`config.mk`:
```
export PLATFORM = sky130hd
export DESIGN_NAME = controladora_zonas_flat
export DESIGN_NICKNAME = d
export VERILOG_FILES = /design/src/rtl/controladora_zonas_if.sv /design/src/rtl/controladora_zonas.sv /design/src/flat_wrapper.sv
export SDC_FILE = /design/constraint.sdc
export NUM_CORES = 1
export LEC_CHECK = 0
export CAP_MARGIN = 20
export CELL_PAD_IN_SITES_DETAIL_PLACEMENT = 0
export CELL_PAD_IN_SITES_GLOBAL_PLACEMENT = 1
export CORE_UTILIZATION = 49
export CTS_BUF_LIST = sky130_fd_sc_hd__clkbuf_4 sky130_fd_sc_hd__clkbuf_8
export DETAILED_ROUTE_END_ITERATION = 8
export HOLD_SLACK_MARGIN = 0.02
export PLACE_DENSITY_LB_ADDON = 0.1
export SKIP_LAST_GASP = 1
export SLEW_MARGIN = 20
export SYNTH_ARGS = -nofsm -noshare
export SYNTH_HDL_FRONTEND = slang
export SYNTH_SLANG_ARGS = --single-unit
```
`constraint.sdc`:
```
create_clock -name clk -period 7.5 [get_ports clk]
set_input_delay 0.75 -clock clk [delete_from_list [all_inputs] [get_ports clk]]
set_output_delay 0.75 -clock clk [all_outputs]
set_load 0.1 [all_outputs]
```
`src/rtl/controladora_zonas_if.sv`:
```
`default_nettype none
// ============================================================================
// Module      : controladora_zonas_if
// Description : Sensor/button inputs and lamp/LED outputs of the zone controller
// Revision    : 1.0 - initial release
// ============================================================================
interface controladora_zonas_if #(
    parameter int N_ZONAS = 4
);
    logic [N_ZONAS-1:0] infravermelho;
    logic [N_ZONAS-1:0] push_button;
    logic [N_ZONAS-1:0] led;
    logic [N_ZONAS-1:0] saida;
    logic               ocupado;

    modport master (
        output infravermelho,
        output push_button,
        input  led,
        input  saida,
        input  ocupado
    );

    modport slave (
        input  infravermelho,
        input  push_button,
        output led,
        output saida,
        output ocupado
    );
endinterface
`default_nettype wire

```
`src/rtl/controladora_zonas.sv`:
```
`default_nettype none
// ============================================================================
// Module      : controladora_zonas
// Description : N-zone presence lighting controller with neighbour wake-up
//               and blinking pre-shutdown warning
// Revision    : 1.0 - initial release
// ============================================================================
module controladora_zonas #(
    parameter int N_ZONAS           = 4,
    parameter int DEBOUNCE_P        = 300,
    parameter int SWITCH_MODE_MIN_T = 5000,
    parameter int AUTO_SHUTDOWN_T   = 30000,
    parameter int AVISO_T           = 3000,
    parameter int PISCA_T           = 250,
    parameter int VIZINHOS_EN       = 1
) (
    input  wire logic           clk,
    input  wire logic           rst,
    controladora_zonas_if.slave bus_zonas
);
    localparam int c_TW = $clog2(AUTO_SHUTDOWN_T + 1);
    localparam int c_DW = $clog2(DEBOUNCE_P + 1);
    localparam int c_HW = $clog2(SWITCH_MODE_MIN_T + 1);
    localparam int c_FW = $clog2(2 * PISCA_T + 1);

    localparam logic [c_TW-1:0] c_T_SHUT   = c_TW'(AUTO_SHUTDOWN_T);
    localparam logic [c_TW-1:0] c_T_AVISO  = c_TW'(AVISO_T);
    localparam logic [c_TW-1:0] c_T_UM     = c_TW'(1);
    localparam logic [c_DW-1:0] c_DEB_MAX  = c_DW'(DEBOUNCE_P - 1);
    localparam logic [c_DW-1:0] c_DEB_UM   = c_DW'(1);
    localparam logic [c_HW-1:0] c_HOLD     = c_HW'(SWITCH_MODE_MIN_T);
    localparam logic [c_HW-1:0] c_HOLD_M1  = c_HW'(SWITCH_MODE_MIN_T - 1);
    localparam logic [c_HW-1:0] c_HOLD_UM  = c_HW'(1);
    localparam logic [c_FW-1:0] c_PISCA    = c_FW'(PISCA_T);
    localparam logic [c_FW-1:0] c_FASE_MAX = c_FW'(2 * PISCA_T - 1);
    localparam logic [c_FW-1:0] c_FASE_UM  = c_FW'(1);
    localparam logic            c_VIZ      = (VIZINHOS_EN != 0);

    typedef enum logic [1:0] {
        AUTO_OFF   = 2'd0,
        AUTO_ON    = 2'd1,
        MANUAL_OFF = 2'd2,
        MANUAL_ON  = 2'd3
    } estado_t;

    logic [N_ZONAS-1:0] r_ir_m;
    logic [N_ZONAS-1:0] r_ir_s;
    logic [N_ZONAS-1:0] r_bt_m;
    logic [N_ZONAS-1:0] r_bt_s;
    logic [N_ZONAS+1:0] w_ir_pad;
    logic [N_ZONAS-1:0] w_saida_vec;
    logic [N_ZONAS-1:0] w_led_vec;
    logic               r_ocupado;

    always_ff @(posedge clk or posedge rst) begin
        if (rst) begin
            r_ir_m <= '0;
            r_ir_s <= '0;
            r_bt_m <= '0;
            r_bt_s <= '0;
        end else begin
            r_ir_m <= bus_zonas.infravermelho;
            r_ir_s <= r_ir_m;
            r_bt_m <= bus_zonas.push_button;
            r_bt_s <= r_bt_m;
        end
    end

    // Zero padding at both ends gives edge zones a single neighbour.
    assign w_ir_pad = {1'b0, r_ir_s, 1'b0};

    for (genvar gi = 0; gi < N_ZONAS; gi++) begin : g_zona
        logic [c_DW-1:0] r_deb_cnt;
        logic            r_deb;
        logic [c_HW-1:0] r_hold;
        logic            r_mode;
        logic            w_short;
        logic            w_ir_eff;
        estado_t         r_estado;
        estado_t         w_estado;
        logic [c_TW-1:0] r_timer;
        logic [c_TW-1:0] w_timer;
        logic [c_FW-1:0] r_fase;
        logic [c_FW-1:0] w_fase;
        logic            w_aviso_atual;
        logic            w_aviso_prox;
        logic            w_saida;
        logic            r_saida;
        logic            r_led;

        assign w_ir_eff = w_ir_pad[gi+1] | (c_VIZ & (w_ir_pad[gi] | w_ir_pad[gi+2]));

        always_ff @(posedge clk or posedge rst) begin
            if (rst) begin
                r_deb_cnt <= '0;
                r_deb     <= 1'b0;
                r_hold    <= '0;
                r_mode    <= 1'b0;
            end else begin
                if (r_bt_s[gi] != r_deb) begin
                    if (r_deb_cnt == c_DEB_MAX) begin
                        r_deb     <= r_bt_s[gi];
                        r_deb_cnt <= '0;
                    end else begin
                        r_deb_cnt <= r_deb_cnt + c_DEB_UM;
                    end
                end else begin
                    r_deb_cnt <= '0;
                end
                // MODE pulses in the cycle the hold count becomes SWITCH_MODE_MIN_T.
                r_mode <= r_deb && (r_hold == c_HOLD_M1);
                if (!r_deb) begin
                    r_hold <= '0;
                end else if (r_hold != c_HOLD) begin
                    r_hold <= r_hold + c_HOLD_UM;
                end
            end
        end

        // r_hold still holds the press length during the first released cycle.
        assign w_short = !r_deb && (r_hold != '0) && (r_hold != c_HOLD);

        always_comb begin
            w_estado = r_estado;
            w_timer  = r_timer;
            case (r_estado)
                AUTO_OFF: begin
                    if (r_mode) begin
                        w_estado = MANUAL_OFF;
                    end else if (w_ir_eff) begin
                        w_estado = AUTO_ON;
                        w_timer  = c_T_SHUT;
                    end
                end
                AUTO_ON: begin
                    if (r_mode) begin
                        w_estado = MANUAL_ON;
                        w_timer  = '0;
                    end else if (w_ir_eff) begin
                        w_timer = c_T_SHUT;
                    end else if (r_timer <= c_T_UM) begin
                        w_estado = AUTO_OFF;
                        w_timer  = '0;
                    end else begin
                        w_timer = r_timer - c_T_UM;
                    end
                end
                MANUAL_OFF: begin
                    if (r_mode) begin
                        w_estado = AUTO_OFF;
                    end else if (w_short) begin
                        w_estado = MANUAL_ON;
                    end
                end
                MANUAL_ON: begin
                    if (r_mode) begin
                        w_estado = AUTO_OFF;
                    end else if (w_short) begin
                        w_estado = MANUAL_OFF;
                    end
                end
                default: begin
                    w_estado = AUTO_OFF;
                    w_timer  = '0;
                end
            endcase
        end

        // Timer is never 0 in AUTO_ON, so AVISO_T = 0 never enters the window.
        assign w_aviso_atual = (r_estado == AUTO_ON) && (r_timer <= c_T_AVISO);
        assign w_aviso_prox  = (w_estado == AUTO_ON) && (w_timer <= c_T_AVISO);

        always_comb begin
            w_fase = '0;
            if (w_aviso_prox && w_aviso_atual) begin
                w_fase = (r_fase == c_FASE_MAX) ? '0 : (r_fase + c_FASE_UM);
            end
        end

        assign w_saida = (w_estado == MANUAL_ON) ||
                         ((w_estado == AUTO_ON) && (!w_aviso_prox || (w_fase >= c_PISCA)));

        always_ff @(posedge clk or posedge rst) begin
            if (rst) begin
                r_estado <= AUTO_OFF;
                r_timer  <= '0;
                r_fase   <= '0;
                r_saida  <= 1'b0;
                r_led    <= 1'b0;
            end else begin
                r_estado <= w_estado;
                r_timer  <= w_timer;
                r_fase   <= w_fase;
                r_saida  <= w_saida;
                r_led    <= (w_estado == MANUAL_OFF) || (w_estado == MANUAL_ON);
            end
        end

        assign w_saida_vec[gi] = r_saida;
        assign w_led_vec[gi]   = r_led;
    end

    always_ff @(posedge clk or posedge rst) begin
        if (rst) begin
            r_ocupado <= 1'b0;
        end else begin
            r_ocupado <= |w_saida_vec;
        end
    end

    assign bus_zonas.saida   = w_saida_vec;
    assign bus_zonas.led     = w_led_vec;
    assign bus_zonas.ocupado = r_ocupado;
endmodule
`default_nettype wire

```
`src/flat_wrapper.sv`:
```
// flat-port wrapper written by rule: the top's interface ports become plain ports
module controladora_zonas_flat 
#(
    parameter int N_ZONAS           = 4,
    parameter int DEBOUNCE_P        = 300,
    parameter int SWITCH_MODE_MIN_T = 5000,
    parameter int AUTO_SHUTDOWN_T   = 30000,
    parameter int AVISO_T           = 3000,
    parameter int PISCA_T           = 250,
    parameter int VIZINHOS_EN       = 1
)
  (clk, rst, bus_zonas_infravermelho, bus_zonas_push_button, bus_zonas_led, bus_zonas_saida, bus_zonas_ocupado);
  controladora_zonas_if #(.N_ZONAS(N_ZONAS)) bus_zonas_i ();
  input  wire logic clk;
  input  wire logic rst;
  input wire logic [$bits(bus_zonas_i.infravermelho)-1:0] bus_zonas_infravermelho;
  input wire logic [$bits(bus_zonas_i.push_button)-1:0] bus_zonas_push_button;
  output wire logic [$bits(bus_zonas_i.led)-1:0] bus_zonas_led;
  output wire logic [$bits(bus_zonas_i.saida)-1:0] bus_zonas_saida;
  output wire logic [$bits(bus_zonas_i.ocupado)-1:0] bus_zonas_ocupado;
  assign bus_zonas_i.infravermelho = bus_zonas_infravermelho;
  assign bus_zonas_i.push_button = bus_zonas_push_button;
  assign bus_zonas_led = bus_zonas_i.led;
  assign bus_zonas_saida = bus_zonas_i.saida;
  assign bus_zonas_ocupado = bus_zonas_i.ocupado;
  controladora_zonas #(.N_ZONAS(N_ZONAS), .DEBOUNCE_P(DEBOUNCE_P), .SWITCH_MODE_MIN_T(SWITCH_MODE_MIN_T), .AUTO_SHUTDOWN_T(AUTO_SHUTDOWN_T), .AVISO_T(AVISO_T), .PISCA_T(PISCA_T), .VIZINHOS_EN(VIZINHOS_EN)) u_core (.clk(clk), .rst(rst), .bus_zonas(bus_zonas_i));
endmodule
```
==> impl_metrics.tcl <==
set metrics [dict create \
    dr.pass1.iters 6 \
    die_h_um 161.9 \
    antennaDiodeCount 0 \
    final_cell_mix "225 x dfrtp_1, 158 x nor2_1, 97 x nand2_1" \
    power.switching_mw 0.6137 \
    yosys.area.top_type "dfrtp_1" \
    cts_tree "built" \
    fin_util_pct 54.98 \
    mostFrequentLayoutCell "dfrtp_1" \
    clk_pin_slew_worst_paths_ns 0.07 \
    synthCells 1352 \
    ys.flop_type "dfrtp_1" \
    p_seq_share_pct 47.5 \
    outcome "complete, no violations" \
    cts_root_buf "clkbuf_8" \
    synth_nets 1390 \
    reg2reg_depth 8 \
    fin_setup_tns_ns 0 \
    ys_seq_elements 225 \
    power_frac_clock_pct 48.0 \
    design_area_sq_um 13810 \
    clock_latency_ns 0.54 \
    numPortBuffers 18 \
    drt_wl_total_mm 26.88 \
    yosysSeqAreaShare_pct 44.95 \
    overflow 0 \
    num_io_pins 19 \
    dp_hpwl_mm 18.41 \
    yosys_warnings 0 \
    swShare_pct 23.26 \
    cp-start-kind "flop" \
    slew_headroom_pct 35.47 \
    combinationalPowerShare_pct 4.5 \
    critPathCapture "u_core.g_zona[2].r_fase[6]" \
    crit_fanout 11 \
    ant_nets 0 \
    avgRoutedWirePerCell_um 15.65 \
    synth-edff-count 0 \
    via_per_inst 5.741 \
    nets 1394 \
    syn_area_per_cell_sq_um 9.266 \
    rsz0062_at_grt "no" \
    row_count 58 \
    worstSetupStartpoint "u_core.g_zona[2].r_timer[8]" \
    h-tree-depth 2 \
    antenna_found_initial 1 \
    grtUsageTotal_pct 21.29 \
    synth_top_area_share_pct 44.95 \
    fin_crit_ns 3.398 \
    n_fill_cell 2330 \
    grt_first_pass_wirelength_mm 46.44 \
    power_density_nw_per_um2 191.1 \
    vias 9863 \
    hold_class "reg -> reg" \
    placed_area_sq_um 12890 \
    gp_congestion 0.8778 \
    max_freq_mhz 294.3 \
    core_area_sq_um 25110 \
    finalMaxSlewViolations 0 \
    period_share_pct 45.31 \
    max_cap_violations 0 \
    required_ns 7.96 \
    cts.sinks 225 \
    cts_resized 0 \
    hold_violations 0 \
    peakVddDrop_mv 0.1740 \
    yosysUniqueCellTypes 81 \
    rr_startpoint "u_core.g_zona[2].r_timer[8]" \
    syn_to_final_growth_pct 10.21 \
    worst_r2r_endpoint "u_core.g_zona[2].r_fase[6]" \
    clock_path_buffers 3 \
    grt_max_degree 84 \
    end_kind "flop" \
    numCtsBuffers 40 \
    drive_gt1_share_pct 8.141 \
    initial_utilization_pct 49.89 \
    internal_power_mw 2.025 \
    drt_iter0_markers 763 \
    tightest_slew_ns 0.9650 \
    holdBufCountCts 0 \
    arrival_ns 3.86 \
    async_reset_ff_share_pct 100.0 \
    clock_skew_ns 0.02037 \
    grt_pass1_vias 9632 \
    drc 0 \
    whs_ns 0.3368 \
    syn_area_sq_um 12530 \
    p_leak_nw 5.642 \
    worstSetupPathType "reg -> reg" \
    rrSetupSlack_ns 4.10 \
    cts_setup_buffers 0 \
    synthTopCellsByArea "dfrtp_1 45%, nor2_1 4.7%, xnor2_1 4.5%, xor2_1 4.3%, nand3_1 3.1%" \
    dieArea_sq_um 26210 \
    die_x_um 161.9 \
    setup_violations 0 \
]
-- stage by stage --
step                      worst slack, ns  power, mW  std cells
after floorplan                    0.5872      1.356       1352
after global placement              4.284      1.394       1644
after detailed placement            4.175      1.394       1644
after CTS                           4.140      2.683       1718
after global routing                3.734      2.751       1718
final                               4.102      2.639       1718
-- kinds of logic after synthesis --
group	Yosys count	share of synthesized area, %
AOI/OAI and AO/OA	250	13.80
xor gates and xnor gates	126	8.809
adders and majority gates	29	2.877
buffers and inverters	100	3.286
DFF	225	44.95
muxes	13	1.089
and+or+nand+nor	609	25.19
-- sequential cells by signal (all words and copies together), names as in the netlist --
register and cells:
u_core.r_ir_m 4, u_core.bus_zonas.ocupado 1, u_core.r_bt_m 4, u_core.g_zona.r_mode 4, u_core.g_zona.r_fase 36, u_core.g_zona.r_deb 4
u_core.g_zona.r_saida 4, u_core.r_ir_s 4, u_core.g_zona.r_deb_cnt 36, u_core.g_zona.r_hold 52, u_core.g_zona.r_estado 8, u_core.g_zona.r_timer 60
u_core.g_zona.r_led 4, u_core.r_bt_s 4
-- routing by layer --
metal | share of wire, % | wire length (um) | vias to the layer above | GRT usage (%)
li1 | - | - | 4835 | -
met1 | 48 | 13030 | 4725 | 30.12
met2 | 45 | 11990 | 248 | 33.52
met3 | 4.6 | 1227 | 55 | 3.294
met4 | 2.4 | 634 | 0 | 6.732
met5 | 0 | 0 | - | 0
-- worst max-delay path, cell delays in order, from the launching register on --
cell and delay (ns):
dfrtp_1 0.47, nor4_1 0.58, nand3_1 0.44, o32ai_1 0.63, nor2_1 0.14, a41o_1 0.22, a211oi_1 0.36, o311ai_1 0.30
nor2_1 0.17
-- power by group through the flow --
stage | logic [mW] | registers [mW] | clock network (mW)
6_report | 0.119 | 1.25 | 1.27
5_1_grt | 0.136 | 1.26 | 1.36
4_1_cts | 0.121 | 1.25 | 1.31
3_5_place_dp | 0.120 | 1.27 | 0
3_3_place_gp | 0.120 | 1.27 | 0
2_1_floorplan | 0.0903 | 1.27 | 0
-- cells in the mapped netlist, drive strengths merged (5+ instances only) --
cell type  instances
a211o              5
a211oi             6
a21boi             9
a21o               9
a21oi             35
a31oi             13
a41o               8
and2              40
and3              29
buf               17
clkbuf            42
dfrtp            225
ha                28
inv               41
mux2               5
mux2i              8
nand2             97
nand2b            24
nand3             78
nand4             14
nor2             158
nor2b             17
nor3              49
nor3b              9
nor4              33
o211ai            16
o21a              10
o21ai             65
o22ai              9
o311ai             5
o31ai              7
or2                8
or3               16
or4               15
xnor2             64
xor2              62
-- worst min path at each step --
stage	start	to	slack, ns	depth (start not counted)
finish	u_core.r_bt_m[2]	u_core.r_bt_s[2]	0.34	0
global route	u_core.r_ir_m[0]	u_core.r_ir_s[0]	0.36	0
CTS	u_core.r_bt_m[2]	u_core.r_bt_s[2]	0.35	0
detailed placement	u_core.r_bt_m[3]	u_core.r_bt_s[3]	0.34	0
global placement	u_core.r_ir_m[0]	u_core.r_ir_s[0]	0.33	0
floorplan	u_core.r_bt_m[0]	u_core.r_bt_s[0]	0.33	0
-- layout make-up --
class,count,area (sq um),share of cell area [%]
clock buffer,63,804.5,5.827
multi-input combinational,1027,6485,46.97
tap,330,412.9,2.991
clock inverter,11,108.9,0.7885
timing repair buffer,21,202.7,1.468
inverter,41,161.4,1.169
sequential,225,5630,40.78
Power figures use the tool's default switching activity.
